**src/rtl/disp_scheduler_pkg.sv**
```systemverilog
// Shared display definitions for the seven-segment scheduler.
//   - Active-low glyph constants and the special digit codes.
//   - Scheduler state enumeration.
package disp_scheduler_pkg;

  localparam logic [6:0] SEG_BLANK  = 7'b1111111;
  localparam logic [6:0] SEG_DASH   = 7'b0111111;
  localparam logic [3:0] CODE_DASH  = 4'd10;
  // Any code from 11 to 15 renders blank; 15 is used internally to force a blank digit.
  localparam logic [3:0] CODE_BLANK = 4'd15;

  typedef enum logic [1:0] {
    IDLE      = 2'd0,
    ALERT_ON  = 2'd1,
    ALERT_OFF = 2'd2
  } disp_state_e;

endpackage

```
**src/rtl/int_to_7_bit.sv**
```systemverilog
// Digit code to active-low seven-segment decoder (segment order gfedcba).
// Ports:
//   code  in  4  digit code: 0-9 decimal, 10 dash, 11-15 blank
//   seg   out 7  active-low segment pattern
module int_to_7_bit
  import disp_scheduler_pkg::*;
(
  input  logic [3:0] code,
  output logic [6:0] seg
);

  always_comb begin
    seg = SEG_BLANK;
    case (code)
      4'd0:      seg = 7'b1000000;
      4'd1:      seg = 7'b1111001;
      4'd2:      seg = 7'b0100100;
      4'd3:      seg = 7'b0110000;
      4'd4:      seg = 7'b0011001;
      4'd5:      seg = 7'b0010010;
      4'd6:      seg = 7'b0000010;
      4'd7:      seg = 7'b1111000;
      4'd8:      seg = 7'b0000000;
      4'd9:      seg = 7'b0010000;
      CODE_DASH: seg = SEG_DASH;
      default:   seg = SEG_BLANK;
    endcase
  end

endmodule

```
**src/rtl/disp_scheduler.sv**
```systemverilog
// Chooses what the four-digit seven-segment display shows and generates its refresh strobe.
// Base digits are shown live while idle; an accepted alert takes over the display for a
// fixed number of refresh ticks, optionally blinking.
// Ports:
//   clk, rst        clock and synchronous active-high reset
//   base_digits     four live 4-bit codes, digit_0 in [3:0]
//   alert_req       request, held by the requester until alert_ack
//   alert_digits    alert codes, sampled on acceptance
//   alert_blink     blink enable, sampled on acceptance
//   alert_clr       abort the active alert
//   alert_ack       one-cycle acceptance pulse
//   busy            an alert owns the display
//   refresh_tick    one-cycle strobe every REFRESH_DIV clocks
//   seg_0..seg_3    registered active-low segment patterns
module disp_scheduler
  import disp_scheduler_pkg::*;
#(
  parameter int unsigned REFRESH_DIV = 100000,
  parameter int unsigned HOLD_TICKS  = 2000,
  parameter int unsigned BLINK_TICKS = 250
) (
  input  logic        clk,
  input  logic        rst,
  input  logic [15:0] base_digits,
  input  logic        alert_req,
  input  logic [15:0] alert_digits,
  input  logic        alert_blink,
  input  logic        alert_clr,
  output logic        alert_ack,
  output logic        busy,
  output logic        refresh_tick,
  output logic [6:0]  seg_0,
  output logic [6:0]  seg_1,
  output logic [6:0]  seg_2,
  output logic [6:0]  seg_3
);

  localparam int unsigned DIV_W   = $clog2(REFRESH_DIV);
  localparam int unsigned HOLD_W  = $clog2(HOLD_TICKS + 1);
  localparam int unsigned BLINK_W = $clog2(BLINK_TICKS + 1);

  localparam logic [DIV_W-1:0]   DIV_LAST   = DIV_W'(REFRESH_DIV - 1);
  localparam logic [HOLD_W-1:0]  HOLD_LAST  = HOLD_W'(HOLD_TICKS);
  localparam logic [BLINK_W-1:0] BLINK_LAST = BLINK_W'(BLINK_TICKS);

  // Refresh divider: free-running, never restarted by alert acceptance.
  logic [DIV_W-1:0] div_q;
  logic             tick_q;

  always_ff @(posedge clk) begin
    if (rst) begin
      div_q  <= '0;
      tick_q <= 1'b0;
    end else begin
      tick_q <= (div_q == DIV_LAST);
      div_q  <= (div_q == DIV_LAST) ? '0 : div_q + DIV_W'(1);
    end
  end

  assign refresh_tick = tick_q;

  // Scheduler state and alert data.
  disp_state_e        state_q, state_d;
  logic [HOLD_W-1:0]  hold_q, hold_d, hold_inc;
  logic [BLINK_W-1:0] blink_cnt_q, blink_cnt_d, blink_inc;
  logic [15:0]        alert_dig_q, alert_dig_d;
  logic               alert_blink_q, alert_blink_d;
  logic               accept;
  logic               ack_q;

  always_ff @(posedge clk) begin
    if (rst) begin
      state_q       <= IDLE;
      hold_q        <= '0;
      blink_cnt_q   <= '0;
      alert_dig_q   <= '0;
      alert_blink_q <= 1'b0;
      ack_q         <= 1'b0;
    end else begin
      state_q       <= state_d;
      hold_q        <= hold_d;
      blink_cnt_q   <= blink_cnt_d;
      alert_dig_q   <= alert_dig_d;
      alert_blink_q <= alert_blink_d;
      ack_q         <= accept;
    end
  end

  assign hold_inc  = hold_q + HOLD_W'(1);
  assign blink_inc = blink_cnt_q + BLINK_W'(1);

  always_comb begin
    state_d       = state_q;
    hold_d        = hold_q;
    blink_cnt_d   = blink_cnt_q;
    alert_dig_d   = alert_dig_q;
    alert_blink_d = alert_blink_q;
    accept        = 1'b0;
    unique case (state_q)
      IDLE: begin
        // Clear wins over a simultaneous request.
        if (alert_req && !alert_clr) begin
          accept        = 1'b1;
          alert_dig_d   = alert_digits;
          alert_blink_d = alert_blink;
          hold_d        = '0;
          blink_cnt_d   = '0;
          state_d       = ALERT_ON;
        end
      end
      ALERT_ON, ALERT_OFF: begin
        if (alert_clr) begin
          state_d = IDLE;
        end else if (tick_q) begin
          if (hold_inc == HOLD_LAST) begin
            // Expiry wins over a blink toggle due on the same tick.
            hold_d      = '0;
            blink_cnt_d = '0;
            state_d     = IDLE;
          end else begin
            hold_d = hold_inc;
            if (alert_blink_q) begin
              if (blink_inc == BLINK_LAST) begin
                blink_cnt_d = '0;
                state_d     = (state_q == ALERT_ON) ? ALERT_OFF : ALERT_ON;
              end else begin
                blink_cnt_d = blink_inc;
              end
            end
          end
        end
      end
      default: state_d = IDLE;
    endcase
  end

  // Output selection.
  logic [15:0] disp_codes;

  always_comb begin
    busy       = 1'b0;
    disp_codes = base_digits;
    unique case (state_q)
      IDLE: begin
        busy       = 1'b0;
        disp_codes = base_digits;
      end
      ALERT_ON: begin
        busy       = 1'b1;
        disp_codes = alert_dig_q;
      end
      ALERT_OFF: begin
        busy       = 1'b1;
        disp_codes = {4{CODE_BLANK}};
      end
      default: begin
        busy       = 1'b0;
        disp_codes = {4{CODE_BLANK}};
      end
    endcase
  end

  assign alert_ack = ack_q;

  logic [3:0][6:0] seg_dec;
  logic [3:0][6:0] seg_q;

  for (genvar i = 0; i < 4; i++) begin : g_dec
    int_to_7_bit u_dec (
      .code (disp_codes[i*4 +: 4]),
      .seg  (seg_dec[i])
    );
  end

  always_ff @(posedge clk) begin
    if (rst) begin
      seg_q <= {4{SEG_BLANK}};
    end else begin
      seg_q <= seg_dec;
    end
  end

  assign seg_0 = seg_q[0];
  assign seg_1 = seg_q[1];
  assign seg_2 = seg_q[2];
  assign seg_3 = seg_q[3];

endmodule

```
**config.mk**
```make
export PLATFORM = sky130hd
export DESIGN_NAME = disp_scheduler
export DESIGN_NICKNAME = d
export VERILOG_FILES = /design/src/rtl/disp_scheduler_pkg.sv /design/src/rtl/int_to_7_bit.sv /design/src/rtl/disp_scheduler.sv
export SDC_FILE = /design/constraint.sdc
export NUM_CORES = 1
export LEC_CHECK = 0
export ABC_AREA = 1
export BUFFER_PORTS_ARGS = -buffer_cell sky130_fd_sc_hd__clkbuf_2
export CELL_PAD_IN_SITES_DETAIL_PLACEMENT = 1
export CELL_PAD_IN_SITES_GLOBAL_PLACEMENT = 1
export CORE_MARGIN = 2
export CORE_UTILIZATION = 46
export CTS_BUF_LIST = sky130_fd_sc_hd__clkbuf_4 sky130_fd_sc_hd__clkbuf_8
export CTS_CLUSTER_SIZE = 30
export DETAILED_ROUTE_END_ITERATION = 16
export PLACE_DENSITY_LB_ADDON = 0.25
export SLEW_MARGIN = 25
export SYNTH_ARGS = -nofsm -noshare
export SYNTH_HDL_FRONTEND = slang
export SYNTH_HIERARCHICAL = 1
export SYNTH_SLANG_ARGS = --single-unit
```
**constraint.sdc**
```tcl
create_clock -name clk -period 4 [get_ports clk]
set_clock_uncertainty 0.1 [all_clocks]
set_input_delay 0 -clock clk [delete_from_list [all_inputs] [get_ports clk]]
set_output_delay 0 -clock clk [all_outputs]
set_load 0.005 [all_outputs]
```
# Word level (Yosys, flattened, before mapping)
# Memory sizes are Yosys's and may differ from the RTL's. A register that Yosys moved wholly into a read port is not among the register bits.
# Cells that the tools add are included.
dict set report classes {
  reduce_logical 11
  n_bitwise 1
  n_shift 0
  n_eq_ne 12
  magnitude_cmp 0
  n_mux 23
  addsub 3
  n_div 0
  multipliers 0
}
# cell n
set ops {}
lappend ops {{8-bit 2-to-1 mux} 6}
lappend ops {{11-bit 2-to-1 mux} 4}
lappend ops {{16-bit case mux with 2 select lines} 1}
lappend ops {{11-bit case mux with 2 select lines} 1}
lappend ops {{17-bit by 1-bit adder with 17-bit output, second input constant} 1}
lappend ops {{17-bit == test, second input constant} 1}
lappend ops {{8-bit case mux with 2 select lines} 1}
lappend ops {{2-bit 2-to-1 mux} 7}
lappend ops {{11-bit by 1-bit adder with 11-bit output, second input constant} 1}
lappend ops {{11-bit == test, second input constant} 1}
lappend ops {{8-bit by 1-bit adder with 8-bit output, second input constant} 1}
lappend ops {{8-bit == test, second input constant} 1}
lappend ops {{4-bit by 1-bit inequality test with 1-bit output, second input constant} 2}
lappend ops {{4-bit AND reduction} 2}
lappend ops {{3-bit by 1-bit inequality test with 1-bit output, second input constant} 2}
lappend ops {{2-bit OR reduction} 3}
lappend ops {{5-bit AND reduction} 1}
lappend ops {{2-bit inequality test, second input constant} 2}
lappend ops {{2-bit case mux with 2 select lines} 1}
lappend ops {{2-bit by 1-bit == test with 1-bit output, second input constant} 1}
lappend ops {{2-bit == test, second input constant} 1}
lappend ops {{2-bit zero test} 1}
lappend ops {{1-bit 2-to-1 mux} 2}
lappend ops {{2-bit by 1-bit inequality test with 1-bit output, second input constant} 1}
lappend ops {{5 further kinds} 5}
dict set report totals {
  rom_bits 448
  out_inout_bits 31
  mem_bits_rw 0
  ff_bits 57
  n_memories 4
  word_cells 62
  inputBits 37
  latchBits 0
}
# memory words word_bits read_ports rd_ports_with_merged_regs write_ports line_no
set mem_list {}
lappend mem_list {{(name not given)} 16 7 1 1 0 int_to_7_bit.sv:14} ;# case (code)
lappend mem_list {{(name not given)} 16 7 1 1 0 int_to_7_bit.sv:14}
lappend mem_list {{(name not given)} 16 7 1 1 0 int_to_7_bit.sv:14}
lappend mem_list {{(name not given)} 16 7 1 1 0 int_to_7_bit.sv:14}

# Depth between registers and ports, before layout
# Gate-level depths: netlist of the first run.
dict set report logic_depth {
  ltp_word 8
  depth_mapped 15
}

# Cells and area by module
# The synthesis of the first run kept the hierarchy.
# module instances cells_per_inst area_per_inst_um2 seq_area_each_um2
set modules_own_cells {}
lappend modules_own_cells {disp_scheduler 1 542 3912.5 1701.6}
lappend modules_own_cells {{int_to_7_bit at g_dec[1].u_dec ...} 3 37 224.0 0.0}
lappend modules_own_cells {{int_to_7_bit at g_dec[0].u_dec} 1 37 231.5 0.0}

# Worst setup path before layout of the first run
# No wires, ideal clock.
dict set report synth_timing {
  kind {register to register}
  startpoint {register state_q[0]}
  endpoint {register seg_q (netlist bit seg_0[3])}
  stages_incl_launch_ff 14
  arrival_time_ps 2441
  n_path_buf 3
  slack_ps 1336
  path_cell_list {dfxtp_1 -> inv_1 -> ha_1 -> clkbuf_1 -> or2_2 -> clkbuf_1 -> clkbuf_1 -> nand3_1 -> inv_1 -> ha_1 -> nand2_1 -> nand3_1 -> nand2_1 -> or2_2}
}
dict set report synth_via {
  elab_chain_cells 2
}
# item line_no
set synth_lines {}
lappend synth_lines {{start, declared} disp_scheduler.sv:63} ;# disp_state_e state_q, state_d;
lappend synth_lines {{start signal, assigned} disp_scheduler.sv:80} ;# state_q <= state_d;
lappend synth_lines {{2-bit by 1-bit == test with 1-bit output or 2-bit zero test (tied branches)} disp_scheduler.sv:143} ;# unique case (state_q)
lappend synth_lines {{16-bit case mux with 2 select lines *} disp_scheduler.sv:143}
lappend synth_lines {{named net disp_codes[1]} disp_scheduler.sv:138} ;# logic [15:0] disp_codes;
lappend synth_lines {{end, declared} disp_scheduler.sv:166} ;# logic [3:0][6:0] seg_q;
# The timed path passes the listed nets; every way through them passes the cells marked *.
# A chain may end at the register's enable or synchronous reset.

# Worst setup path in the final report of the first run
dict set report layout_timing {
  startpoint {register state_q[0]}
  endpoint {register hold_q[0]}
}
dict set report layout_via {
  elab_chain_cells 4
}
# item line_no
set layout_lines {}
lappend layout_lines {{2-bit by 1-bit == test with 1-bit output or 2-bit == test (tied branches)} disp_scheduler.sv:99} ;# unique case (state_q)
lappend layout_lines {{2-bit OR reduction (no source line)} -}
lappend layout_lines {{2-bit by 1-bit inequality test with 1-bit output (no source line), or another cell as far along} -}
lappend layout_lines {{4-bit AND reduction (no source line)} -}
lappend layout_lines {{end signal, assigned} disp_scheduler.sv:81} ;# hold_q <= hold_d;
lappend layout_lines {{end, declared} disp_scheduler.sv:64} ;# logic [HOLD_W-1:0] hold_q, hold_d, hold_inc;
# Several ways; a longest one is shown, not always the timed one.

==> results_dict.tcl, run 1 <==
set metrics [dict create \
    cp.required_ps 4170 \
    initial_utilization_pct 47.1 \
    timing.max_cap.violations 0 \
    synth_top_area_share_pct 35.3 \
    dp.final_hpwl_um 9420 \
    numCtsBuffers 9 \
    worst_setup_path_start_kind "flop" \
    hold_violations 0 \
    rsz0062_at_grt "no" \
    ys_seq_elements 85 \
    synth_area_leaders "dfxtp_1 35%, nand2_1 13%, ha_1 7.0%, nand3_1 6.9%, inv_1 6.2%" \
    worstHoldPathType "input port to flop" \
    fp.dieW_um 106 \
    grt_usage_pct 24.1 \
    synth_fa_ha_area_share_pct 7.01 \
    routed_wl_um 13100 \
    synthMuxAreaShare_pct 0 \
    power.density_nw_per_um2 638 \
    layout-drive-gt1-share_pct 20.0 \
    core-area_um2 10200 \
    cts_root_buf "clkbuf_8" \
    htreeDepth 3 \
    ir_drop_uv 278 \
    grt_pass1_vias 4865 \
    clock_sinks 85 \
    syn_inst 690 \
    syn2layout_area_growth_pct 16.0 \
    fin_ws_ps 1100 \
    syn_area_per_cell_um2 6.98 \
    fin_crit_sh_pct 72.6 \
    nets 825 \
    wl_per_cell_um 14.5 \
    syn_nets 754 \
    syn_area_um2 4820 \
    n_fill_cell 1373 \
    tritoncts "built" \
    via_count 4593 \
    clk_pin_slew_ps 80 \
    io_buffer_count 67 \
    dp_slack_ps 1150 \
    setup_viol 0 \
    area.sequential_um2 1700 \
    finalSetupTns_ps 0 \
    slew_headroom_pct 34.8 \
    cp_max_fo 19 \
    yosysUniqueCellTypes 34 \
    fp-row-count 37 \
    clkLatencyLatePin_ps 360 \
    antenna_cells 0 \
    drt_iter0_drc 129 \
    antenna_found_initial 0 \
    ys_seq_area_share_pct 35.3 \
    critPathKind "flop to flop" \
    leakagePower_nw 2.53 \
    maxSlewViolCount 0 \
    drt_drc_violations_left 0 \
    gp_congestion 0.850 \
    dieArea_um2 11300 \
    io_pins 68 \
    post-cts-setup-buffer-count 0 \
    end_kind "flop" \
    yosys.area.top_type "dfxtp_1" \
    synth_compound_area_share_pct 11.6 \
    multi_input_area_um2 2620 \
    gr-total-overflow 0 \
    synth_top_family_by_area "simple AND/OR/NAND/NOR gates" \
    period_needed_ps 2900 \
    status "finished, final reports clean" \
    synth-xor-area-share_pct 0.909 \
    fmax_ghz 0.344 \
    worst_slew_pin_slew_ps 977 \
    die_h_um 106 \
    grt_pass1_wl_um 22100 \
    first_pass_iters 4 \
    vias_per_cell 5.09 \
    synth_simple_gate_area_share_pct 34.9 \
    yosys_warnings 6 \
    arrival_ps 3070 \
    clk_path_buf_depth 2 \
    grt_max_degree 49 \
    antenna_left 0 \
]
==> logic make-up after synthesis <==
family	after synthesis
xor gates and xnor gates	5
and+or+nand+nor	360
buffers and inverters	117
DFF	85
adders and majority gates	27
AOI/OAI and AO/OA	96
==> power by group <==
group	internal (mW)	switching, mW
Combinational	0.653	1.13
Clock	0.342	0.333
Sequential	1.03	0.0807
==> final cells by class <==
type	count	share of cell area [%]
Sequential cell	85	30.5
Tap cell	136	3.05
Clock inverter	4	0.985
Inverter	91	6.29
Multi-Input combinational cell	488	46.9
Timing Repair Buffer	86	9.32
Clock buffer	12	2.96
==> final timing paths <==
kind,start,to,slack [ps],depth (start not counted)
worst min-delay path,alert_clr,state_q[1],70,6
worst max-delay path,state_q[0],hold_q[0],1100,9
worst min register to register,alert_dig_q[0],alert_dig_q[0],350,2
worst max register to register,state_q[0],hold_q[0],1100,9
==> synthesized netlist by cell type <==
| master | n |
|---|---|
| inv_2 | 4 |
| nand2_4 | 7 |
| a32oi_1 | 1 |
| nor4_1 | 2 |
| nand3_1 | 66 |
| nor3_1 | 14 |
| clkbuf_1 | 19 |
| a21oi_2 | 2 |
| a21oi_1 | 41 |
| dfxtp_1 | 85 |
| inv_1 | 79 |
| inv_4 | 4 |
| nand4_1 | 9 |
| o21a_1 | 6 |
| nor3b_1 | 1 |
| o21ai_1 | 12 |
| or2_2 | 29 |
| nor2_1 | 44 |
| buf_4 | 1 |
| nor2_4 | 3 |
| clkinv_1 | 4 |
| nand3b_1 | 1 |
| buf_2 | 1 |
| nand2_2 | 8 |
| o21ai_2 | 2 |
| xor2_1 | 5 |
| ha_1 | 27 |
| o21ai_4 | 4 |
| nand3_2 | 1 |
| buf_6 | 5 |
| nand2_1 | 171 |
| nand3_4 | 1 |
| o21ai_0 | 28 |
| nor2_2 | 3 |
==> worst max-delay path, stage by stage, from the launching register on <==
cell,delay (ps)
dfxtp_1,380
inv_1,60
ha_1,430
inv_1,160
a21oi_1,50
inv_1,70
nand3_1,420
nor2_1,750
nand3_1,200
a21oi_1,180
==> per-layer routing <==
metal | GRT usage, % | vias to the layer above | part of all wire [%]
li1 | - | 2327 | -
met1 | 27.8 | 2195 | 43
met2 | 45.6 | 55 | 53
met3 | 4.17 | 16 | 2.3
met4 | 5.83 | 0 | 1.3
met5 | 0 | - | 0
==> flip-flops by register name, summed over array words and instances, names as in the netlist <==
signal         count
alert_blink_q      1
hold_q            11
state_q            2
refresh_tick       1
blink_cnt_q        8
seg_2              7
alert_ack          1
seg_3              7
alert_dig_q       16
div_q             17
seg_0              7
seg_1              7
==> cells in the final DEF, fill, tap and decap left out, types with 2 or more instances in the layout <==
master,synthesis,final
clkinv_1,4,4
o21a_1,6,6
ha_1,27,27
o21ai_1,12,12
nor3_1,14,14
o21ai_2,2,2
nor2_4,3,3
clkbuf_2,0,67
nor2_2,3,3
or2_2,29,29
inv_2,4,4
nand2_1,171,171
clkinv_4,0,2
nand3_1,66,66
xor2_1,5,5
a21oi_1,41,41
nor2_1,44,44
o21ai_0,28,28
inv_1,79,79
dlygate4sd3_1,0,17
buf_4,1,2
nand2_2,8,8
nand2_4,7,7
clkbuf_8,0,12
dfxtp_1,85,85
a21oi_2,2,2
inv_4,4,4
nor4_1,2,2
o21ai_4,4,4
nand4_1,9,9
==> per-stage QoR <==
| step | util, % | cells | total power [mW] | hold WS, ps | area (um2) |
|---|---|---|---|---|---|
| 2_1_floorplan | - | 690 | 2.48 | 88.1 | 4820 |
| 3_3_place_gp | 50.8 | 869 | 2.76 | 179 | 5200 |
| 3_5_place_dp | 50.8 | 869 | 2.88 | 192 | 5200 |
| 4_1_cts | 54.6 | 902 | 3.59 | 59.5 | 5590 |
| 5_1_grt | 54.6 | 902 | 3.87 | 115 | 5590 |
| 6_report | 54.6 | 902 | 3.57 | 74.7 | 5590 |
==> repair_timing <==
action / 4_1_cts / 5_1_grt
resized for setup: 0 / 0
hold endpoints to repair: 17 / 0
hold buffers: 17 / 0
Note: power is estimated with default switching activity, not from simulation.
==> run 2, diff against run 1 <==
--- a/config.mk
+++ b/config.mk
@@ -10,7 +10,7 @@
 export CELL_PAD_IN_SITES_DETAIL_PLACEMENT = 1
 export CELL_PAD_IN_SITES_GLOBAL_PLACEMENT = 1
 export CORE_MARGIN = 2
-export CORE_UTILIZATION = 46
+export CORE_UTILIZATION = 39
 export CTS_BUF_LIST = sky130_fd_sc_hd__clkbuf_4 sky130_fd_sc_hd__clkbuf_8
 export CTS_CLUSTER_SIZE = 30
 export DETAILED_ROUTE_END_ITERATION = 16
==> constraint.sdc (replaced) <==
create_clock -name clk -period 2.6 [get_ports clk]
set_clock_uncertainty 0.1 [all_clocks]
set_input_delay 0 -clock clk [delete_from_list [all_inputs] [get_ports clk]]
set_output_delay 0 -clock clk [all_outputs]
set_load 0.005 [all_outputs]
==> results_dict.tcl, run 2 (synthesis results as in run 1) <==
set metrics [dict create \
    numCtsBuffers 9 \
    total_power_mw 5.62 \
    core-area_um2 12000 \
    largest_reg_flops 17 \
    power.density_nw_per_um2 988 \
    wl_per_cell_um 13.8 \
    vias_per_cell 4.94 \
    crit_path_end "blink_cnt_q[0]" \
    combinationalPowerShare_pct 50.2 \
    cp-startpoint "hold_q[1]" \
    worstReg2RegStart "hold_q[1]" \
    cp.required_ps 2760 \
    clk_path_buf_depth 2 \
    gr-total-overflow 0 \
    layout_commonest_cell "nand2_1" \
    syn2layout_area_growth_pct 18.0 \
    clk_pin_slew_ps 80 \
    grt_usage_pct 20.2 \
    pwr-share-clk_pct 19.6 \
    place_area_um2 5280 \
    tritoncts "built" \
    grt_pass1_wl_um 21200 \
    critPathKind "flop to flop" \
    r2r_slack_ps 310 \
    rsz0062_at_grt "no" \
    layout-drive-gt1-share_pct 20.9 \
    drt_iter0_drc 165 \
    gp_congestion 0.858 \
    power_frac_seq_pct 30.1 \
    die_h_um 115 \
    antenna_left 0 \
    r2r_end "blink_cnt_q[0]" \
    grt_max_degree 26 \
    antenna_found_initial 0 \
    via_count 4553 \
    status "finished, final reports clean" \
    io_pins 68 \
    hold_violations 0 \
    worst_setup_path_start_kind "flop" \
    fin_crit_sh_pct 88.2 \
    p_sw_share_pct 41.8 \
    nets 833 \
    grt_pass1_vias 4687 \
    fmax_ghz 0.436 \
    slew_headroom_pct 56.6 \
    holdPathStages 6 \
    initial_utilization_pct 40.1 \
    worstHoldPathType "input port to flop" \
    multi_input_area_um2 2630 \
    clock_sinks 85 \
    htreeDepth 3 \
    final_area_um2 5680 \
    period_needed_ps 2290 \
    timing.max_cap.violations 0 \
    cts_root_buf "clkbuf_8" \
    post-cts-setup-buffer-count 0 \
    fp-row-count 40 \
    arrival_ps 2450 \
    io_buffer_count 67 \
    maxSlewViolCount 0 \
    dp.final_hpwl_um 9460 \
    worst_slew_pin_slew_ps 650 \
    routed_wl_um 12700 \
    n_fill_cell 1554 \
    leakagePower_nw 2.58 \
    reg_top3 "div_q (17), alert_dig_q (16), hold_q (11)" \
    first_pass_iters 4 \
    dieArea_um2 13300 \
    worstRegToRegCells 12 \
    fp.dieW_um 115 \
    setup_viol 0 \
    area.sequential_um2 1700 \
    end_kind "flop" \
    ir_drop_uv 467 \
    regMostFlops "div_q" \
    final_cell_mix "171 x nand2_1, 85 x dfxtp_1, 79 x inv_1" \
    clkLatencyLatePin_ps 360 \
    cp_max_fo 14 \
    p_int_mw 3.27 \
    drt_drc_violations_left 0 \
    switching_power_mw 2.35 \
]
-- run 2: how the worst min path moves through the flow --
stage                     slack, ps            start        endpoint
after global routing            100        alert_clr      state_q[1]
after CTS                        40        alert_clr      state_q[0]
after global placement          180  alert_digits[0]  alert_dig_q[0]
after floorplan                  90              rst  alert_dig_q[0]
final                            40        alert_clr      state_q[0]
after detailed placement        190  alert_digits[0]  alert_dig_q[0]
-- run 2: final cells by class --
cell class                 count  area share, %
sequential                    85           29.9
multi-input combinational    488           46.3
inverter                      91           6.19
clock buffer                  13           2.93
antenna                        1         0.0440
clock inverter                 3           1.19
timing repair buffer          94           10.2
tap                          147           3.24
-- run 2: what timing repair did --
item / CTS / global route
endpoints found under the setup margin: 0 / 2
gates resized for setup: 0 / 1
hold buffers: 17 / 0
hold endpoints to repair: 17 / 0
-- run 2: power by group through the flow --
stage / Combinational [mW] / Sequential, mW / Clock [mW]
6_report: 2.82 / 1.69 / 1.10
5_1_grt: 3.23 / 1.72 / 1.18
4_1_cts: 2.82 / 1.70 / 1.13
3_5_place_dp: 2.78 / 1.73 / 0
3_3_place_gp: 2.65 / 1.71 / 0
2_1_floorplan: 2.09 / 1.73 / 0
-- run 2: layer usage --
layer	part of all wire, %	global-route usage (%)	routed length, um	up-vias
met3	2.0	2.74	250	24
met2	52	37.1	6560	53
met4	2.7	8.92	337	0
li1	-	-	-	2344
met5	0	0	0	-
met1	44	23.3	5550	2132
-- run 2: worst max-delay path, cell delays in order (launching register included) --
cell and delay (ps):
dfxtp_1 380, ha_1 340, nand3_4 140, nor2_4 150, nand2_1 80, nand2_1 90
nand2_1 80, nor2_2 150, nand2_4 150, nand2_1 260, nor3_1 90, o21ai_1 130
nor2_1 50
-- run 2: metrics by stage --
step / instances / setup TNS, ps / utilization [%] / hold slack, ps / setup WS (ps)
6_report: 922 / 0 / 47.3 / 40.4 / 308
5_1_grt: 921 / 0 / 47.3 / 96.6 / 34.2
4_1_cts: 921 / 0 / 47.3 / 38.1 / 173
3_5_place_dp: 888 / 0 / 43.9 / 190 / 195
3_3_place_gp: 888 / 0 / 43.9 / 183 / 291
2_1_floorplan: 690 / -126 / - / 88.1 / -50.8
